**config.mk**
```make
export PLATFORM = sky130hd
export DESIGN_NAME = conv_scan_ctrl
export DESIGN_NICKNAME = d
export VERILOG_FILES = /design/src/rtl/conv_pkg.sv /design/src/rtl/conv_scan_ctrl.sv
export SDC_FILE = /design/constraint.sdc
export NUM_CORES = 1
export LEC_CHECK = 0
export ABC_AREA = 1
export CAP_MARGIN = 20
export CORE_ASPECT_RATIO = 0.7
export CORE_UTILIZATION = 45
export DETAILED_ROUTE_END_ITERATION = 8
export MAX_ROUTING_LAYER = met4
export PLACE_DENSITY = 0.73
export SLEW_MARGIN = 0
export SYNTH_ARGS = -nofsm -noshare
export SYNTH_HDL_FRONTEND = slang
export SYNTH_SLANG_ARGS = --single-unit
```
**constraint.sdc**
```tcl
create_clock -name clk -period 1.45 [get_ports clk]
set_clock_uncertainty 0.1 [all_clocks]
set_input_delay 0.145 -clock clk [delete_from_list [all_inputs] [get_ports clk]]
set_output_delay 0.145 -clock clk [all_outputs]
set_load 0.05 [all_outputs]
```
**src/rtl/conv_pkg.sv**
```systemverilog
// ============================================================================
// conv_pkg : shared types and frame-size defaults for the 3x3 conv front end
// Rev 1.0
// ============================================================================
`default_nettype none

package conv_pkg;

    localparam int CONV_IMG_W = 32;
    localparam int CONV_IMG_H = 32;

    typedef enum logic [1:0] {
        IDLE = 2'd0,
        FILL = 2'd1,
        RUN  = 2'd2,
        DONE = 2'd3
    } scan_state_e;

endpackage

`default_nettype wire

```
**src/rtl/conv_scan_ctrl.sv**
```systemverilog
// ============================================================================
// conv_scan_ctrl : raster-scan sequencer for one frame of the 3x3 conv path
// Rev 1.0
// ============================================================================
`default_nettype none

module conv_scan_ctrl
    import conv_pkg::*;
#(
    parameter int IMG_W = CONV_IMG_W,
    parameter int IMG_H = CONV_IMG_H,
    parameter int COL_W = $clog2(IMG_W),
    parameter int ROW_W = $clog2(IMG_H)
) (
    input  logic             clk,
    input  logic             rstb,
    input  logic             start,
    input  logic             pix_valid,
    output logic             pix_ready,
    input  logic             win_ready,
    output logic             lb_wr_en,
    output logic [COL_W-1:0] lb_addr,
    output logic             buf_valid,
    output logic             in_row2_cond,
    output logic             busy,
    output logic             frame_done
);

    localparam logic [COL_W-1:0] COL_LAST = COL_W'(IMG_W - 1);
    localparam logic [ROW_W-1:0] ROW_LAST = ROW_W'(IMG_H - 1);

    scan_state_e      state_q, state_d;
    logic [COL_W-1:0] col_q, col_d;
    logic [ROW_W-1:0] row_q, row_d;
    logic             buf_valid_q, buf_valid_d;
    logic             in_row2_cond_q, in_row2_cond_d;

    logic accept;
    logic col_last;
    logic row_last;

    always_comb begin
        pix_ready = win_ready && ((state_q == FILL) || (state_q == RUN));
        accept    = pix_valid && pix_ready;
        col_last  = (col_q == COL_LAST);
        row_last  = (row_q == ROW_LAST);

        state_d        = state_q;
        col_d          = col_q;
        row_d          = row_q;
        buf_valid_d    = accept;
        in_row2_cond_d = accept && (row_q >= ROW_W'(2)) && (col_q >= COL_W'(2));

        case (state_q)
            IDLE: begin
                if (start) begin
                    state_d = FILL;
                    col_d   = '0;
                    row_d   = '0;
                end
            end
            FILL: begin
                if (accept && (row_q == ROW_W'(1)) && col_last) begin
                    state_d = RUN;
                end
            end
            RUN: begin
                if (accept && row_last && col_last) begin
                    state_d = DONE;
                end
            end
            DONE:    state_d = IDLE;
            default: state_d = IDLE;
        endcase

        // Counters move only on accept, which cannot occur in IDLE, so this
        // never collides with the clear on start above.
        if (accept) begin
            if (col_last) begin
                col_d = '0;
                row_d = row_last ? '0 : row_q + ROW_W'(1);
            end else begin
                col_d = col_q + COL_W'(1);
            end
        end
    end

    always_ff @(posedge clk or negedge rstb) begin
        if (!rstb) begin
            state_q        <= IDLE;
            col_q          <= '0;
            row_q          <= '0;
            buf_valid_q    <= 1'b0;
            in_row2_cond_q <= 1'b0;
        end else begin
            state_q        <= state_d;
            col_q          <= col_d;
            row_q          <= row_d;
            buf_valid_q    <= buf_valid_d;
            in_row2_cond_q <= in_row2_cond_d;
        end
    end

    // Write and 3-row read share the live column address in the accept cycle.
    assign lb_wr_en     = accept;
    assign lb_addr      = col_q;
    assign buf_valid    = buf_valid_q;
    assign in_row2_cond = in_row2_cond_q;
    assign busy         = (state_q == FILL) || (state_q == RUN);
    assign frame_done   = (state_q == DONE);

endmodule

`default_nettype wire

```
; Word-level counts from Yosys, hierarchy flattened
; Cells that the tools add are included.
[totals]
reg_bits = 14
in_bits = 5
output_inout_bits = 11
wordCells = 45
[op_classes]
addsub = 2
magnitude_cmp = 2
eq_ne = 9
mux = 13
reduce_logical = 14
[op_table]
columns = operator, count
row1 = 5-bit 2-to-1 mux, 9
row2 = "5-bit by 1-bit adder with 5-bit output, second input constant", 2
row3 = "5-bit == test, second input constant", 2
row4 = "5-bit by 2-bit greater-or-equal comparator with 1-bit output, second input constant", 2
row5 = 1-bit logical AND, 8
row6 = 2-bit case mux with 4 select lines, 1
row7 = 2-bit 2-to-1 mux, 3
row8 = "5-bit by 1-bit == test with 1-bit output, second input constant", 1
row9 = "2-bit == test, second input constant", 2
row10 = "2-bit by 1-bit inequality test with 1-bit output, second input constant", 2
row11 = 2-bit nonzero test, 2
row12 = 3-bit AND reduction, 1
row13 = "2-bit by 1-bit == test with 1-bit output, second input constant", 1
row14 = 2-bit zero test, 1
row15 = "2-bit inequality test, second input constant", 1
row16 = 2-bit AND reduction, 1
row17 = 1-bit logical OR, 1

; Longest topological paths before layout
[depth]
depth_word = 8
depth_mapped = 11

; Worst setup path after synthesis
; OpenSTA, ideal clock, no wires.
[synth_timing]
path_kind = register -> register
start = register state_q[0]
end = register state_q[1]
setup_ns = 0.119
arrival_ns = 2.122
setup_slack_ns = -0.891
path_stages_with_launch = 10
n_path_buf = 0
period_less_slack_ns = 2.341
path_cell_list = dfrtp_1 -> inv_1 -> ha_1 -> nand2_2 -> nor2_2 -> nand3_1 -> nand2_1 -> nand3_2 -> nand2_1 -> nand2_1
[synth_via]
elab_chain_len = 8
elab_cells_between_ends = 16
classes_between = eq/ne (6) / mux (1) / reduce/logical (9)
[synth_rtl]
columns = item, line_no
row1 = "start, declared", conv_scan_ctrl.sv:32  ; scan_state_e state_q, state_d;
row2 = "start signal, assigned", conv_scan_ctrl.sv:96  ; state_q <= state_d;
row3 = 2-bit by 1-bit == test with 1-bit output or 2-bit == test (tied branches), -
row4 = 1-bit logical OR *, -
row5 = via busy, conv_scan_ctrl.sv:25  ; output logic busy,
row6 = 1-bit logical AND *, conv_scan_ctrl.sv:43  ; pix_ready = win_ready && ((state_q == FILL) || (state_q == RUN));
row7 = 1-bit logical AND *, conv_scan_ctrl.sv:44  ; accept = pix_valid && pix_ready;
row8 = via lb_wr_en, conv_scan_ctrl.sv:21  ; output logic lb_wr_en,
row9 = 1-bit logical AND (on tied branches) (2 in series), "conv_scan_ctrl.sv:68, conv_scan_ctrl.sv:63"
row10 = 2-bit by 1-bit inequality test with 1-bit output (no source line), -
row11 = 3-bit AND reduction (no source line) *, -
; The timed path passes the listed nets; every way through them passes the cells marked *.
; A chain may end at the register's enable or synchronous reset.

; Final worst setup path
[layout_timing]
start = register state_q[1]
end = output lb_wr_en
[layout_via]
elab_chain_len = 4
elab_cells_between_ends = 5
classes_between = eq/ne (2) / reduce/logical (3)
[layout_rtl]
columns = item, line_no
row1 = 2-bit by 1-bit == test with 1-bit output or 2-bit == test (tied branches), conv_scan_ctrl.sv:43
row2 = 1-bit logical OR *, conv_scan_ctrl.sv:43
row3 = 1-bit logical AND *, conv_scan_ctrl.sv:43
row4 = 1-bit logical AND *, conv_scan_ctrl.sv:44
row5 = "end, declared", conv_scan_ctrl.sv:21
; Every way passes the cells marked *; elsewhere a longest branch is shown, timed or not.

==> impl_metrics.json <==
{
  "finalCritPeriodShare_pct": 119,
  "first_global_vias": 799,
  "worstPathBufferInverterCount": 3,
  "max-clock-path-buffers": 2,
  "cts_tree": "built",
  "antenna_found_initial": 0,
  "worst_setup_path_end_kind": "output port",
  "ant_nets": 0,
  "place_hpwl_um": 1820,
  "antenna_cells": 0,
  "drive_gt1_share_pct": 56.6,
  "fin_nets": 163,
  "fp.coreArea_sq_mm": 0.00185,
  "fmax_mhz": 579,
  "critPathKind": "register to output port",
  "synth_nets": 118,
  "synth-seq-cells": 14,
  "fill_cells": 63,
  "numCtsBuffers": 3,
  "layout_common_cells": "buf_4, inv_1, buf_12",
  "critPathLaunchType": "register",
  "grt_max_degree": 15,
  "grt_pass1_wl_um": 3660,
  "firstDrtPassIters": 4,
  "period_minus_slack_ns": 1.73,
  "max_cap_violations": 0,
  "slew_headroom_pct": 74.9,
  "ir_worst_vdd_mv": 1.79,
  "placed_area_sq_mm": 0.00141,
  "worstPathArrival_ns": 1.48,
  "num_vias": 894,
  "tightest_slew_ns": 0.376,
  "die_x_um": 55.1,
  "regToRegSetupSlack_ns": -0.24,
  "grt_usage_pct": 27.6,
  "cpPeakStageDelay_ns": 0.39,
  "cp_top_family": "flip-flops",
  "routed_wl_um": 3010,
  "run_status": "finished, violations left",
  "synth_area_sq_um": 888,
  "die_h_um": 39.2,
  "rr_worst_depth": 10,
  "setup_tns_ns": -3.01,
  "timing.rr.start": "state_q[1]",
  "r2r_end": "state_q[1]",
  "wl_per_cell_um": 18.0,
  "drt-initial-drc-count": 27,
  "drc_errors": 0,
  "hold_buffers": 0,
  "die_area_sq_mm": 0.00216,
  "htreeDepth": 1,
  "synthCells": 101,
  "start_util_pct": 47.9,
  "final_common_cell": "buf_4",
  "path_cells": "inv_2 > ha_4 > nand2_4 > nor2_4 > buf_6 > buf_12",
  "syn_area_per_cell_sq_um": 8.80,
  "ys_warn_count": 0,
  "area.growth.synth_to_final_pct": 88.5,
  "p_per_area_mw_per_mm2": 1720,
  "violations": "setup timing",
  "ys_seq_area_share_pct": 39.4,
  "slowest_stage": "dfrtp_1",
  "num_io_pins": 16,
  "cts_sinks": 14,
  "vias_per_cell": 5.35,
  "path_clk_slew_ns": 0.09,
  "leakage_uw": 0.000805,
  "rows": 13,
  "whs_ns": 0.0378,
  "gr-total-overflow": 0,
  "port_buffers": 15,
  "hold_violations": 0,
  "finalSetupViolCount": 16,
  "synthDistinctLibCells": 22,
  "report.final.slew_viol_count": 0,
  "worstPathMaxFanout": 2,
  "insertion_delay_ns": 0.31,
  "place_congestion": 0.872,
  "design_area_sq_mm": 0.00167,
  "setup_slack_ns": -0.278,
  "hold_class": "primary input to async pin",
  "cts_root_buf": "clkbuf_4",
  "critPathRequiredTime_ns": 1.21,
  "rsz0062_at_grt": "true"
}
## metal layers
layer / track usage [%] / vias up / share of wire, % / wire length (um)
met4: 7.50 / 0 / 1.4 / 42
met2: 45.8 / 29 / 52 / 1550
met5: - / - / 0 / 0
met1: 31.3 / 444 / 41 / 1240
li1: - / 415 / - / -
met3: 10.6 / 6 / 5.6 / 169
## power by group
group	switching (uW)	total (uW)	internal [uW]
registers	62.6	524	461
logic	1070	2050	976
clock network	146	300	154
total	1280	2870	1590
## sequential cells by signal, indices dropped and copies added (netlist names)
register / cells
lb_addr: 5
state_q: 2
buf_valid: 1
row_q: 5
in_row2_cond: 1
## cell usage after synthesis
library cell / number / area [sq um]
or2_2: 1 / 6.26
nor2_2: 1 / 6.26
xor2_1: 2 / 17.5
o21ai_0: 4 / 20.0
o31ai_1: 1 / 7.51
nor2_1: 6 / 22.5
dfrtp_1: 14 / 350
nand4_1: 2 / 12.5
xnor2_1: 1 / 8.76
nand3_4: 1 / 17.5
nor2_8: 1 / 20.0
o22ai_1: 2 / 12.5
nand3_1: 8 / 40.0
nor3_1: 3 / 15.0
a21oi_1: 1 / 5.00
o32ai_1: 1 / 8.76
ha_1: 12 / 150
a22oi_1: 1 / 7.51
nand3_2: 1 / 10.0
nand2_2: 3 / 18.8
inv_1: 19 / 71.3
nand2_1: 16 / 60.1
## stage by stage
step	total power, uW	worst slack (ns)	cells	util [%]
floorplan	1420	-0.369	101	-
global placement	2140	-0.0931	158	75.9
detailed placement	2200	-0.143	158	75.9
CTS	2740	-0.190	166	86.2
global route	2980	-0.313	167	90.3
finish	2870	-0.278	167	90.3
## worst max path at each step
stage	start	to	slack, ns	cells past startpoint
detailed placement	win_ready	lb_addr[2]	-0.14	6
global route	state_q[1]	lb_wr_en	-0.31	6
global placement	lb_addr[1]	state_q[0]	-0.09	11
floorplan	state_q[0]	state_q[0]	-0.37	9
finish	state_q[1]	lb_wr_en	-0.28	6
CTS	state_q[0]	lb_wr_en	-0.19	6
## timing repair
action | CTS | global route
resized for setup | 32 | 14
buffers inserted | 5 | 2
cloned | 0 | 0
setup endpoints to repair | 16 | 16
hold endpoints to repair | 0 | 0
pin swaps | 9 | 10
## logic make-up after synthesis
kind of cell | synth area share [%]
xor+xnor | 2.96
buf+inv | 8.03
simple gates | 25.8
flops | 39.4
compound gates | 6.90
fa+ha+maj | 16.9
## final cells by class
| cell class | instances | area [sq um] | area share, % |
|---|---|---|---|
| Clock buffer | 4 | 36.3 | 2.17 |
| Inverter | 19 | 81.3 | 4.86 |
| Multi-Input combinational cell | 68 | 684 | 40.9 |
| Sequential cell | 14 | 354 | 21.2 |
| Tap cell | 22 | 27.5 | 1.64 |
| Timing Repair Buffer | 40 | 490 | 29.3 |
Power figures use the tool's default switching activity.
==> RTL change 1 (config.mk and constraints unchanged) <==
`CONV_IMG_H`: 32 -> 128.
--- a/src/rtl/conv_pkg.sv
+++ b/src/rtl/conv_pkg.sv
@@ -7,7 +7,7 @@
 package conv_pkg;
 
     localparam int CONV_IMG_W = 32;
-    localparam int CONV_IMG_H = 32;
+    localparam int CONV_IMG_H = 128;
 
     typedef enum logic [1:0] {
         IDLE = 2'd0,
Function: same outputs for any inputs over 10 cycles, from zero or initial values and one cycle with rstb low; that may be too few to reach the edited logic, so the function may still have changed.
==> RTL change 1 against the unedited design <==
- the flow still finishes with violations (negative setup slack)
- wire length down 14%
- die area grew 10%
- synthesized cell count rose by 15%
- final area down 4.0%
- count of clock-buffer cells in the layout stayed put
- power shrank 3.7%
- non-clock buffer count increased by 2
- area after synthesis grew 10%
- setup slack gained 0.050 ns
- sequential cell count grew 2
- sequential share of layout area rose by 3.9 points
==> RTL change 1: results (changes against the unedited design) <==
| Metric | Value |
|---|---|
| Vias in the first global route | 878 (was 799) |
| Top cells by count, synth | nand2_1 (23), inv_1 (17), dfrtp_1 (16) (was inv_1 (19), nand2_1 (16), dfrtp_1 (14)) |
| Fin cells | 184 (was 167) |
| Post-synthesis sequential area ratio | 40.82% (was 39.44%) |
| Mapped Cells | 116 (was 101) |
| Sequential power | 0.000578 W (was 0.000524 W) |
| Final setup violation count | 16 (unchanged) |
| Drt total wl | 2589 µm (was 3005 µm) |
| Synth unique cells | 25 (was 22) |
| Failing checks | negative setup slack (unchanged) |
| Clock group total power | 0.000310 W (was 0.000300 W) |
| Post-Syn Nets | 132 (was 118) |
| CTS resizes | 12 (was 32) |
| Placed cells | 173 (was 158) |
| Final worst setup slack | -0.2275 ns (was -0.2778 ns) |
| Share of layout cells above drive strength 1 | 45.68% (was 56.55%) |
| CP Data Arrival Time | 1.43 ns (was 1.48 ns) |
| GRT Total Usage | 23.78% (was 27.62%) |
| Nets | 179 (was 163) |
| Run status | complete, but fails checks (unchanged) |
| Slew HR | 78.67% (was 74.90%) |
| Global-route wire length before repair | 3843 µm (was 3657 µm) |
| Sw frac | 43.05% (was 44.65%) |
| Drt initial violations | 38 (was 27) |
| Maximum vdd drop | 1.922 mV (was 1.791 mV) |
| Final RePlAce weighted congestion | 0.8776 (was 0.8716) |
| Dpl cell area | 0.001466 mm² (was 0.001408 mm²) |
| Largest net degree at the start of global routing | 17 (was 15) |
RTL change 1: changes by cell type after synthesis, sizes merged, moves of 2 or more:
cell   delta
nand2     +7
a21oi     +2
inv       -2
nor2      +3
dfrtp     +2
nand3     +2
RTL change 1: metrics by stage:
step           util (%)  hold WS (ns)  TNS (ns)
2_1_floorplan         -       -0.2506    -3.939
3_3_place_gp      75.13        0.3831   -0.7310
3_5_place_dp      75.13        0.3813    -1.207
4_1_cts           80.38       0.05737    -1.865
5_1_grt           82.37        0.1010    -3.690
6_report          82.37       0.05193    -2.463
RTL change 1: final timing paths:
path | startpoint | end | slack (ns) | cells past startpoint
max | state_q[1] | lb_wr_en | -0.23 | 6
min | rstb | lb_addr[3] | 0.05 | 2
max reg2reg | lb_addr[0] | state_q[1] | -0.23 | 11
min reg2reg | row_q[6] | row_q[6] | 0.44 | 2
max in group asynchronous | rstb | lb_addr[0] | 0.99 | 2
min in group clk | row_q[6] | row_q[6] | 0.44 | 2
RTL change 1: logic make-up after synthesis:
kind of cell | synth area share [%]
buf+inv | 6.505
compound gates | 7.653
simple gates | 28.32
fa+ha+maj | 14.03
flops | 40.82
xor+xnor | 2.679
RTL change 1: layout make-up:
class | instances | area (µm²)
Inverter | 17 | 63.81
Multi-Input combinational cell | 83 | 599.3
Clock buffer | 4 | 36.28
Sequential cell | 16 | 402.9
Timing Repair Buffer | 42 | 478.0
Tap cell | 22 | 27.53
Fill cell | 123 | 344.1
RTL change 1: layer usage:
| layer | global-route usage, % | up-vias | wire length, µm |
|---|---|---|---|
| met5 | - | - | 0 |
| met4 | 7.738 | 0 | 27 |
| met3 | 4.416 | 5 | 147 |
| met2 | 39.66 | 30 | 1247 |
| met1 | 30.10 | 467 | 1166 |
| li1 | - | 479 | - |
==> RTL change 2 (same settings) <==
Made on the original files. Encoding of `scan_state_e`: now one-hot (4 bits for 4 states).
--- a/src/rtl/conv_pkg.sv
+++ b/src/rtl/conv_pkg.sv
@@ -9,11 +9,11 @@
     localparam int CONV_IMG_W = 32;
     localparam int CONV_IMG_H = 32;
 
-    typedef enum logic [1:0] {
-        IDLE = 2'd0,
-        FILL = 2'd1,
-        RUN  = 2'd2,
-        DONE = 2'd3
+    typedef enum logic [3:0] {
+        IDLE = 4'b0001,
+        FILL = 4'b0010,
+        RUN  = 4'b0100,
+        DONE = 4'b1000
     } scan_state_e;
 
 endpackage
Behaviour: no difference found for any inputs over 10 cycles, from zero or initial values and one cycle with rstb low; not proved beyond that.
==> RTL change 2 against the unedited design <==
- the flow still finishes with violations (negative setup slack)
- fmax is 1.3% higher
- sequential cell count is 2 higher
- wire length is 4.7% lower
- critical endpoint is now state_q[3]
- setup slack better by 0.022 ns
- final area is 3.1% lower
- cell count is 4.2% higher
- area after synthesis is 1.3% higher
Power is not compared: it rests on default switching activity, and its combinational part moved more than twofold at a synthesized area within 25%.
==> RTL change 2: results (changes against the unedited design) <==
| Metric | Value |
|---|---|
| Run status | complete, but fails checks (unchanged) |
| Failing checks | negative setup slack (unchanged) |
| Share of layout cells above drive strength 1 | 57.89% (was 56.55%) |
| Critical Path Fanout Max | 7 (was 2) |
| Worst reg2reg endpoint | state_q[3] (was state_q[1]) |
| Clk slew on worst S/H paths | 0.10 ns |
| Worst setup path start | lb_addr[1] (was state_q[1]) |
| Synth area leaders | dfrtp_1 (42%), ha_1 (9.7%), inv_1 (7.1%) (was dfrtp_1 (39%), ha_1 (17%), inv_1 (8.0%)) |
| Final RePlAce weighted congestion | 0.8420 (was 0.8716) |
| Vias per cell | 5.155 (was 5.353) |
| Share of flip-flops with an asynchronous set or reset | 100.0% (unchanged) |
| Post-synthesis sequential area ratio | 44.65% (was 39.44%) |
| Synth unique cells | 24 (was 22) |
| CP Data Arrival Time | 1.84 ns (was 1.48 ns) |
| Kind of cell adding the most delay to the critical path | simple AND/OR/NAND/NOR gates (was flip-flops) |
| H-tree level count | 1 (unchanged) |
| Worst path slowest cell | dfrtp_2 (was dfrtp_1) |
| Final worst setup slack | -0.2563 ns (was -0.2778 ns) |
| Clk Latency, worst-skew pair | 0.29 ns (was 0.31 ns) |
| Synth warnings | 0 (unchanged) |
| Top cells by count, synth | inv_1 (17), nand2_1 (16), dfrtp_1 (15) (was inv_1 (19), nand2_1 (16), dfrtp_1 (14)) |
| Power share of the clock group | 17.8% |
| Vias in the first global route | 781 (was 799) |
| Drt initial violations | 25 (was 27) |
| Dpl cell area | 0.001349 mm² (was 0.001408 mm²) |
| Global-route wire length before repair | 3705 µm (was 3657 µm) |
| GRT Total Usage | 24.42% (was 27.62%) |
| Largest net degree at the start of global routing | 17 (was 15) |
| Slew HR | 79.04% (was 74.90%) |
| Slowest stage delay, CP | 0.41 ns (was 0.39 ns) |
| Initial antenna violation count | 0 (unchanged) |
| Routed WL per cell | 16.45 µm (was 17.99 µm) |
| Post-detail-place hpwl | 1679 µm (was 1822 µm) |
| Nets | 165 (was 163) |
| PortBufs | 15 (unchanged) |
| Post-Route Setup TNS | -2.524 ns (was -3.012 ns) |
| Placed cells | 158 (unchanged) |
| P_comb | 0.000846 W |
| Ant diodes | 0 (unchanged) |
| Sw frac | 39.57% |
| Post-Syn Nets | 115 (was 118) |
| Final setup violation count | 14 (was 16) |
| CTS buffer count | 3 (unchanged) |
| Maximum vdd drop | 0.9588 mV |
| Router iterations before antenna repair | 4 (unchanged) |
| Type of the most critical hold path | in -> async (unchanged) |
| Clock buffer depth | 2 (unchanged) |
| Leakage | 0.7631 nW |
| Cells on worst reg2reg path | 8 (was 10) |
| Setup WS pre-CTS | -0.1208 ns (was -0.1430 ns) |
| Vias | 897 (was 894) |
| Mapped Cells | 103 (was 101) |
| Clk root buf | clkbuf_4 (unchanged) |
| Sequential power share | 32.9% |
| Hold_ws | 0.05938 ns (was 0.03784 ns) |
-- RTL change 2: changes by cell type in the layout (fill, tap and decap cells not counted), sizes merged, moves of 2 or more --
cell / before / now
buf: 36 / 41
clkinv: 0 / 2
ha: 12 / 7
inv: 19 / 17
nand2: 19 / 17
nor2: 8 / 12
nor3: 3 / 1
o21ai: 4 / 8
-- RTL change 2: cell families (layout without fill, tap and decap cells) --
logic type               after synthesis  after routing  share of synthesized area [%]
XOR/XNOR                               3              3                          2.921
adder cells (fa/ha/maj)                7              7                          9.735
AO/OA/AOI/OAI                         15             15                          10.71
buffers and inverters                 19             68                          8.066
AND/OR/NAND/NOR                       43             43                          23.92
flip-flops                            16             16                          44.65
-- RTL change 2: final cells by class --
cell class | instances | area (µm²)
flip-flops and latches | 16 | 405.4
multi-input cells | 68 | 570.5
clock buffers | 4 | 36.28
well taps | 22 | 27.53
fillers | 83 | 249.0
inverters | 19 | 81.33
repair buffers | 45 | 500.5
-- RTL change 2: worst max-delay path by stage --
stage,to,slack [ns],cells past startpoint
6_report,state_q[3],-0.26,8
5_1_grt,row_q[2],-0.32,8
4_1_cts,pix_ready,-0.24,7
3_5_place_dp,row_q[3],-0.12,7
3_3_place_gp,row_q[2],-0.07,8
2_1_floorplan,row_q[2],-0.25,8
-- RTL change 2: routing by layer --
metal	vias up	share of wire [%]	track usage (%)
met4	0	3.1	6.875
met1	425	43	29.70
li1	432	-	-
met5	-	0	-
met3	10	4.8	6.601
met2	30	49	41.27
-- RTL change 2: repair_timing --
action	CTS	global route
resized for setup	16	27
hold buffers	0	0
gates cloned	0	0
setup buffers	4	8
setup endpoints to repair	17	17
pin swaps	5	13
